`src/rtl/uart_pkg.sv`:
```
// Shared types and helpers for the parametrised UART receiver.
package uart_pkg;

  typedef enum logic [2:0] {
    IDLE,
    START,
    DATA,
    PARITY,
    STOP
  } rx_state_t;

  localparam logic PAR_MODE_EVEN = 1'b0;
  localparam logic PAR_MODE_ODD  = 1'b1;

  // Total baud ticks occupied by one frame (start + data + parity + stop bits).
  function automatic int frame_ticks(int data_bits, int parity_en, int stop_bits, int oversample);
    return (1 + data_bits + parity_en + stop_bits) * oversample;
  endfunction

endpackage

```
`src/rtl/uart_rx_sampler.sv`:
```
// Two-flop input synchroniser plus 3-sample majority voter around the bit centre.
module uart_rx_sampler #(
  parameter int OVERSAMPLE = 16,
  parameter int CNT_W      = 4
) (
  input  logic             clk,
  input  logic             reset,
  input  logic             baud_tick,
  input  logic             rxd,
  input  logic [CNT_W-1:0] cnt,
  output logic             rxs,
  output logic             vote
);

  localparam int M = OVERSAMPLE / 2;
  localparam logic [CNT_W-1:0] CNT_SAMP0 = CNT_W'(M - 1);
  localparam logic [CNT_W-1:0] CNT_SAMP1 = CNT_W'(M);

  logic sync1_reg;
  logic sync2_reg;
  logic samp0_reg;
  logic samp1_reg;

  always_ff @(posedge clk or posedge reset) begin
    if (reset) begin
      sync1_reg <= 1'b1;
      sync2_reg <= 1'b1;
      samp0_reg <= 1'b1;
      samp1_reg <= 1'b1;
    end else begin
      sync1_reg <= rxd;
      sync2_reg <= sync1_reg;
      if (baud_tick && cnt == CNT_SAMP0) samp0_reg <= sync2_reg;
      if (baud_tick && cnt == CNT_SAMP1) samp1_reg <= sync2_reg;
    end
  end

  assign rxs = sync2_reg;
  // Third sample is the live value; the vote is only consumed on the cnt = M+1 tick.
  assign vote = (samp0_reg & samp1_reg) | (samp0_reg & sync2_reg) | (samp1_reg & sync2_reg);

endmodule

```
`src/rtl/uart_rx_param.sv`:
```
// Parametrised UART receiver: FSM, tick/bit counters, shift register and frame status.
module uart_rx_param
  import uart_pkg::*;
#(
  parameter int DATA_BITS  = 8,
  parameter int OVERSAMPLE = 16,
  parameter int PARITY_EN  = 1,
  parameter int PARITY_ODD = 0,
  parameter int STOP_BITS  = 1
) (
  input  logic                 clk,
  input  logic                 reset,
  input  logic                 baud_tick,
  input  logic                 rxd,
  output logic [DATA_BITS-1:0] rx_data,
  output logic                 rx_valid,
  output logic                 parity_error,
  output logic                 frame_error,
  output logic                 break_detect,
  output logic                 busy
);

  localparam int CNT_W = $clog2(OVERSAMPLE);
  localparam int IDX_W = $clog2(DATA_BITS);
  localparam logic [CNT_W-1:0] CNT_LAST = CNT_W'(OVERSAMPLE - 1);
  localparam logic [CNT_W-1:0] CNT_VOTE = CNT_W'(OVERSAMPLE / 2 + 1);
  localparam logic [IDX_W-1:0] IDX_DATA_LAST = IDX_W'(DATA_BITS - 1);
  localparam logic [IDX_W-1:0] IDX_STOP_LAST = IDX_W'(STOP_BITS - 1);
  localparam logic ODD_MODE = (PARITY_ODD != 0) ? PAR_MODE_ODD : PAR_MODE_EVEN;

  rx_state_t state_reg;
  rx_state_t state_next;

  logic [CNT_W-1:0]     cnt_reg;
  logic [IDX_W-1:0]     idx_reg;
  logic [DATA_BITS-1:0] shift_reg;
  logic                 xor_reg;
  logic                 par_err_reg;
  logic                 par_zero_reg;
  logic                 frame_err_reg;
  logic                 brk_reg;
  logic                 armed_reg;

  logic rxs;
  logic vote;
  logic vote_tick;
  logic end_tick;
  logic start_go;
  logic complete;
  logic stop_ferr;
  logic stop_brk;

  uart_rx_sampler #(
    .OVERSAMPLE(OVERSAMPLE),
    .CNT_W     (CNT_W)
  ) sampler (
    .clk      (clk),
    .reset    (reset),
    .baud_tick(baud_tick),
    .rxd      (rxd),
    .cnt      (cnt_reg),
    .rxs      (rxs),
    .vote     (vote)
  );

  assign vote_tick = baud_tick && (cnt_reg == CNT_VOTE);
  assign end_tick  = baud_tick && (cnt_reg == CNT_LAST);
  assign start_go  = baud_tick && !rxs && armed_reg;
  assign complete  = (state_reg == STOP) && vote_tick && (idx_reg == IDX_STOP_LAST);

  // Break is judged on the first stop bit only; later stop bits just add to the frame error.
  assign stop_ferr = frame_err_reg | ~vote;
  assign stop_brk  = (idx_reg == '0) ? ((shift_reg == '0) && par_zero_reg && !vote) : brk_reg;

  always_ff @(posedge clk or posedge reset) begin
    if (reset) state_reg <= IDLE;
    else       state_reg <= state_next;
  end

  always_comb begin
    state_next = state_reg;
    case (state_reg)
      IDLE:    if (start_go) state_next = START;
      START: begin
        if (vote_tick && vote) state_next = IDLE;
        else if (end_tick)     state_next = DATA;
      end
      DATA: begin
        if (end_tick && idx_reg == IDX_DATA_LAST)
          state_next = (PARITY_EN != 0) ? PARITY : STOP;
      end
      PARITY:  if (end_tick) state_next = STOP;
      STOP:    if (complete) state_next = IDLE;
      default: state_next = IDLE;
    endcase
  end

  always_comb begin
    busy = (state_reg != IDLE);
  end

  always_ff @(posedge clk or posedge reset) begin
    if (reset) begin
      cnt_reg       <= '0;
      idx_reg       <= '0;
      shift_reg     <= '0;
      xor_reg       <= 1'b0;
      par_err_reg   <= 1'b0;
      par_zero_reg  <= 1'b1;
      frame_err_reg <= 1'b0;
      brk_reg       <= 1'b0;
      armed_reg     <= 1'b1;
      rx_data       <= '0;
      rx_valid      <= 1'b0;
      parity_error  <= 1'b0;
      frame_error   <= 1'b0;
      break_detect  <= 1'b0;
    end else begin
      rx_valid <= 1'b0;
      if (state_reg == IDLE && rxs) armed_reg <= 1'b1;
      if (state_reg != IDLE && baud_tick) cnt_reg <= end_tick ? '0 : cnt_reg + 1'b1;

      case (state_reg)
        IDLE: begin
          if (start_go) begin
            cnt_reg       <= '0;
            idx_reg       <= '0;
            shift_reg     <= '0;
            xor_reg       <= 1'b0;
            par_err_reg   <= 1'b0;
            par_zero_reg  <= 1'b1;
            frame_err_reg <= 1'b0;
            brk_reg       <= 1'b0;
          end
        end
        DATA: begin
          if (vote_tick) begin
            shift_reg <= {vote, shift_reg[DATA_BITS-1:1]};
            xor_reg   <= xor_reg ^ vote;
          end
          if (end_tick) idx_reg <= (idx_reg == IDX_DATA_LAST) ? '0 : idx_reg + 1'b1;
        end
        PARITY: begin
          if (vote_tick) begin
            par_err_reg  <= (vote != (xor_reg ^ ODD_MODE));
            par_zero_reg <= !vote;
          end
        end
        STOP: begin
          if (complete) begin
            rx_data      <= shift_reg;
            parity_error <= par_err_reg;
            frame_error  <= stop_ferr;
            break_detect <= stop_brk;
            rx_valid     <= 1'b1;
            // A bad stop bit disarms until the line is seen high, so a held-low line reports once.
            if (stop_ferr) armed_reg <= 1'b0;
          end else if (vote_tick) begin
            frame_err_reg <= stop_ferr;
            brk_reg       <= stop_brk;
          end
          if (end_tick) idx_reg <= idx_reg + 1'b1;
        end
        default: ;
      endcase
    end
  end

endmodule
```
`config.mk`:
```
export PLATFORM = sky130hd
export DESIGN_NAME = uart_rx_param
export DESIGN_NICKNAME = d
export VERILOG_FILES = /design/src/rtl/uart_pkg.sv /design/src/rtl/uart_rx_sampler.sv /design/src/rtl/uart_rx_param.sv
export SDC_FILE = /design/constraint.sdc
export NUM_CORES = 1
export LEC_CHECK = 0
export BUFFER_PORTS_ARGS = -buffer_cell sky130_fd_sc_hd__clkbuf_2
export CAP_MARGIN = 15
export CORE_MARGIN = 3
export CORE_UTILIZATION = 52
export DETAILED_ROUTE_END_ITERATION = 8
export GPL_TIMING_DRIVEN = 0
export HOLD_SLACK_MARGIN = 0.08
export MAX_ROUTING_LAYER = met4
export PLACE_DENSITY_LB_ADDON = 0.12
export SETUP_SLACK_MARGIN = 0.05
export SYNTH_ARGS = -nofsm -noshare
export SYNTH_HDL_FRONTEND = slang
export SYNTH_SLANG_ARGS = --single-unit
```
`constraint.sdc`:
```
create_clock -name clk -period 1.63 [get_ports clk]
set_input_delay 0.4075 -clock clk [delete_from_list [all_inputs] [get_ports clk]]
set_output_delay 0.4075 -clock clk [all_outputs]
set_load 0.05 [all_outputs]
```
# Word level (Yosys, flattened, before mapping)
# Cells that the tools add are included.
# Widths: inputs -> output; s select.
[totals]
reg_bits = 40
inputBits = 4
out_inout_bits = 13
wordCells = 120
[op_classes]
n_addsub = 2
eq_ne = 21
muxes = 40
bitwise_logic = 8
reduce_logical = 30
[ops]
columns = ["cell", "n"]
rows = [
  ["$mux 3", 10],
  ["$ne 2x2->1 const B", 10],
  ["$mux 1", 16],
  ["$mux 4", 4],
  ["$mux 8", 2],
  ["$pmux 8 s2", 1],
  ["$pmux 3 s5", 1],
  ["$logic_and 1x1->1", 14],
  ["$eq 4x4->1 const B", 3],
  ["$pmux 1 s2", 5],
  ["$pmux 3 s3", 1],
  ["$logic_not 8->1", 1],
  ["$reduce_and 4->1", 2],
  ["$eq 3x2->1 const B", 2],
  ["$eq 3x3->1 const B", 2],
  ["$logic_not 3->1", 2],
  ["$reduce_and 3->1", 2],
  ["$reduce_bool 2->1", 3],
  ["$reduce_bool 3->1", 2],
  ["$reduce_and 5->1", 1],
  ["$add 4x1->4 const B", 1],
  ["$eq 4x3->1 const B", 1],
  ["$add 3x1->3 const B", 1],
  ["$and 1x1->1", 3],
  ["other kinds (8)", 11],
]

# Logic depth before layout (Yosys ltp)
[logic_depth]
depth_word = 9
depth_mapped = 8
mapped_depth_nobuf = 6

# Modules after synthesis
# Synthesis repeated with hierarchy kept, for this count alone.
[hier_totals]
cells_unflattened = 159
hier_area_um2 = 1910.6
[modules_own_cells]
columns = ["mod", "instances", "cells_each", "area_each_um2", "seq_area_each_um2"]
rows = [
  ["uart_rx_param", 1, 147, 1734.2, 878.3],
  ["uart_rx_sampler", 1, 12, 176.4, 105.1],
]

# Least setup slack after synthesis
# OpenSTA, ideal clock, no wires.
[synth_timing]
path_kind = "flip-flop to flip-flop"
from = "register cnt_reg[0]"
to = "register xor_reg"
setup_time_ns = 0.134
arrival_time_ns = 1.566
required_time_ns = 1.496
slack_ns = -0.071
path_stages_with_launch = 8
path_buffers = 2
period_less_slack_ns = 1.701
path_cell_list = "dfrtp_1 > ha_1 > and4b_1 > buf_6 > and3_4 > buf_6 > a2111oi_4 > mux2i_1"
[synth_via]
elab_chain_len = 4
[synth_rtl]
columns = ["element", "line", "text"]
rows = [
  ["start, declared", "uart_rx_param.sv:34", "logic [CNT_W-1:0] cnt_reg;"],
  ["start signal, assigned", "uart_rx_param.sv:121", "if (state_reg != IDLE && baud_tick) cnt_reg <= end_tick ? '0 : cnt_reg + 1'b1;"],
  ["$eq 4x4->1", "uart_rx_param.sv:66", "assign vote_tick = baud_tick && (cnt_reg == CNT_VOTE);"],
  ["$logic_and 1x1->1", "uart_rx_param.sv:66", ""],
  ["$ne 2x2->1 (no source line)", "n/a", ""],
  ["$reduce_and 3->1 (no source line)", "n/a", ""],
  ["end signal, assigned", "uart_rx_param.sv:139", "xor_reg <= xor_reg ^ vote;"],
  ["end, declared", "uart_rx_param.sv:37", "logic xor_reg;"],
]
# No other way between the ends.
# A chain may end at the register's enable or synchronous reset.

# Worst setup path after layout
[layout_timing]
from = "register cnt_reg[0]"
to = "register idx_reg[0]"
[layout_via]
elab_chain_len = 4
elab_cells_between_ends = 5
cone_classes = "3 x eq/ne; 2 x reduce/logical"
[layout_rtl]
columns = ["element", "line", "text"]
rows = [
  ["$eq 4x4->1 *", "uart_rx_param.sv:67", "assign end_tick = baud_tick && (cnt_reg == CNT_LAST);"],
  ["$logic_and 1x1->1 *", "uart_rx_param.sv:67", ""],
  ["$ne 2x2->1 (no source line)", "n/a", ""],
  ["$reduce_and 4->1 (no source line) *", "n/a", ""],
  ["end signal, assigned", "uart_rx_param.sv:141", "if (end_tick) idx_reg <= (idx_reg == IDX_DATA_LAST) ? '0 : idx_reg + 1'b1;"],
  ["end signal, assigned", "uart_rx_param.sv:162", "if (end_tick) idx_reg <= idx_reg + 1'b1;"],
  ["end, declared", "uart_rx_param.sv:35", "logic [IDX_W-1:0] idx_reg;"],
]
# Mark *: on every way between the ends. The rest lies on a longest branch, timed or not.

==> flow_metrics.py <==
metrics = {
    "yosys": {
        "ys_seq_area_share_pct": 50.8,
        "synth-async-reset-ratio_pct": 100,
        "ys.flop_type": "dfrtp_1",
        "synth_area_um2": 1990,
        "synth_top_area_cell": "dfrtp_1",
        "netlist_instances": 168,
        "ys_seq_elements": 40,
        "ys_warn_count": 0,
        "ys_top_cells_by_area": "dfrtp_1 (43%), dfstp_2 (7.9%), mux2_2 (7.4%)",
        "yosys.cell_count.top_type": "dfrtp_1",
        "synthDistinctLibCells": 52,
        "syn_avg_cell_area_um2": 11.8,
        "synthTopCellsByCount": "dfrtp_1 (34), mux2_2 (13), nand2_1 (10)",
        "synth_edf_count": 0,
        "synth_nets": 178,
        "yosysTopAreaCellShare_pct": 42.8,
    },
    "final_layout": {
        "antennaDiodeCount": 0,
        "fillCellCount": 226,
        "syn2layout_area_growth_pct": 30.7,
        "drive_gt1_share_pct": 48.8,
        "final_area_um2": 2600,
        "multiInputGateArea_um2": 1050,
        "register_area_um2": 1010,
        "fin_nets": 216,
    },
    "detailed_routing": {
        "wire_per_inst_um": 17.1,
        "first_iter_violations": 67,
        "drtAntennaViolNets": 0,
        "drcViolationCount": 0,
        "drt-pass1-iter-count": 4,
        "vias": 1457,
        "wl_mm": 4.32,
        "via_per_inst": 5.76,
    },
    "sta": {
        "hold_viol_final": 0,
        "slew_viol_final": 0,
        "fin_tns_setup_ps": -219,
        "clock.fmax_ghz": 0.601,
        "fin_skew_ps": 6.73,
        "holdWs_ps": 187,
        "worstMarginPinSlew_ps": 824,
        "setup_viol": 19,
        "grt_setup_unrepaired": "yes",
        "finalCritPeriodShare_pct": 102,
        "finalWorstSetupSlack_ps": -33.3,
        "slew_headroom_pct": 45.0,
        "period_needed_ps": 1660,
    },
    "critical_path": {
        "critPathSlowestCell": "dfrtp_2",
        "worstSetupEndpointType": "flip-flop",
        "startpoint_type": "flip-flop",
        "crit_fanout": 7,
        "max_stage_delay_ps": 410,
        "required_ps": 1810,
        "worst-path-buf-inv": 0,
        "worstPathArrival_ps": 1840,
        "path_class": "flip-flop to flip-flop",
        "critical_path.top_delay_family": "flip-flops",
        "cp_cell_sequence": "ha_2 -> nand4_1 -> a21o_1 -> a21oi_4 -> mux2_2",
    },
    "global_route": {
        "grt_pass1_vias": 1556,
        "grt_pass1_wl_mm": 7.57,
        "grt_usage_pct": 22.8,
        "grt_antenna_before_repair": 0,
        "grt_overflow_total": 0,
        "grt_max_degree": 41,
    },
    "cts": {
        "clk_pin_slew_worst_paths_ps": 80,
        "insertion_delay_ps": 290,
        "cts.path.max_buffers": 2,
        "htreeDepth": 2,
        "root_buffer": "clkbuf_8",
        "cts_tree": "built",
        "cts.sinks": 40,
        "cts_made_buffers": 5,
        "cts_hold_buffers": 0,
    },
    "pwr": {
        "ir_drop_mv": 1.19,
        "finalPower_mw": 3.38,
        "leakage_nw": 1.25,
        "powerDensity_nw_per_um2": 1300,
    },
    "floorplan": {
        "core-area_um2": 3490,
        "die_area_um2": 4600,
        "die_y_um": 67.8,
        "std_cell_rows": 21,
        "initial_core_util_pct": 56.9,
        "die_w_um": 67.8,
        "io-pin-count": 17,
    },
    "placement": {
        "dp_slack_ps": -255,
        "hpwl_mm": 2.57,
        "numPortBuffers": 16,
        "post_dp_cell_area_um2": 2130,
        "place.gp.congestion": 0.891,
    },
    "hold_path": {
        "hp-class": "input pin to flip-flop",
    },
    "status": {
        "violations": "setup timing",
        "outcome": "finished with violations",
    },
    "flow_run": {
        "cap_violations": 0,
    },
}
## kinds of logic (layout without fill, tap and decap cells)
| group | after synthesis | after routing | share of synthesized area [%] |
|---|---|---|---|
| xor+xnor | 2 | 2 | 0.882 |
| fa+ha+maj | 7 | 7 | 4.28 |
| mux | 15 | 15 | 8.38 |
| simple gates | 49 | 49 | 16.1 |
| flops | 40 | 40 | 50.8 |
| compound gates | 38 | 38 | 15.2 |
| buf+inv | 17 | 56 | 4.47 |
## through the flow
stage          instances  util (%)
2_1_floorplan        168         -
3_3_place_gp         230      61.0
3_5_place_dp         230      61.0
4_1_cts              251      73.5
5_1_grt              253      74.3
6_report             253      74.3
## cells in the final DEF, fill, tap and decap left out, types with 2 or more instances in the layout
master | netlist | final
a22o_4 | 0 | 7
nand3_1 | 2 | 2
dfrtp_1 | 34 | 31
nor2_1 | 8 | 7
ha_2 | 0 | 2
buf_6 | 2 | 3
inv_1 | 9 | 6
o21a_1 | 2 | 2
clkbuf_1 | 1 | 2
clkbuf_2 | 0 | 16
nand4b_1 | 3 | 3
clkbuf_8 | 0 | 5
inv_2 | 0 | 3
bufinv_16 | 0 | 2
a21o_1 | 3 | 3
dfrtp_2 | 0 | 3
ha_4 | 0 | 2
mux2_2 | 13 | 13
buf_8 | 0 | 3
a21oi_1 | 7 | 4
dfstp_2 | 6 | 6
ha_1 | 6 | 2
nand2_1 | 10 | 9
nor3_1 | 2 | 2
a32o_1 | 2 | 2
nand2b_4 | 0 | 2
nand2b_1 | 7 | 5
o21ai_0 | 5 | 4
o31ai_1 | 2 | 2
mux2i_1 | 2 | 2
and4_2 | 2 | 2
a21oi_4 | 0 | 3
nor4_1 | 2 | 2
buf_4 | 2 | 13
## repair_timing
| action | CTS | global route |
|---|---|---|
| endpoints found under the setup margin | 31 | 31 |
| resized for setup | 36 | 9 |
| setup buffers | 13 | 2 |
| cloned | 1 | 0 |
| pin swaps | 5 | 4 |
## layer usage
| layer | global-route usage (%) | routed length, µm |
|---|---|---|
| met5 | - | 0 |
| met4 | 6.45 | 65 |
| met3 | 3.61 | 149 |
| met2 | 36.1 | 2110 |
| met1 | 30.7 | 2000 |
## path summary, 6_finish.rpt
path / end / slack (ps) / start / cells past startpoint
max in group asynchronous: state_reg[1]$_DFFE_PP0P_ / 800 / reset / 2
worst min-delay path: sampler.sync1_reg$_DFF_PP1_ / 190 / rxd / 1
worst max-delay path: idx_reg[0]$_DFFE_PP0P_ / -30 / cnt_reg[0]$_DFF_PP0_ / 5
worst min register to register: sampler.rxs$_DFF_PP1_ / 360 / sampler.sync1_reg$_DFF_PP1_ / 0
worst max register to register: idx_reg[0]$_DFFE_PP0P_ / -30 / cnt_reg[0]$_DFF_PP0_ / 5
min in group asynchronous: shift_reg[7]$_DFFE_PP0P_ / 250 / reset / 2
## layout make-up
cell class,count,share of cell area [%]
clock inverter,2,2.31
clock buffer,6,2.80
multi-input combinational,111,40.4
sequential,40,39.0
tap,46,2.22
buffer,7,2.55
timing repair buffer,32,9.40
inverter,9,1.30
## power by group
part / total [mW] / switching (mW) / leakage (nW) / internal [mW]
Clock: 0.959 / 0.346 / 0.0654 / 0.612
Sequential: 1.29 / 0.134 / 0.515 / 1.15
Combinational: 1.14 / 0.592 / 0.673 / 0.548
Power figures use the tool's default switching activity.
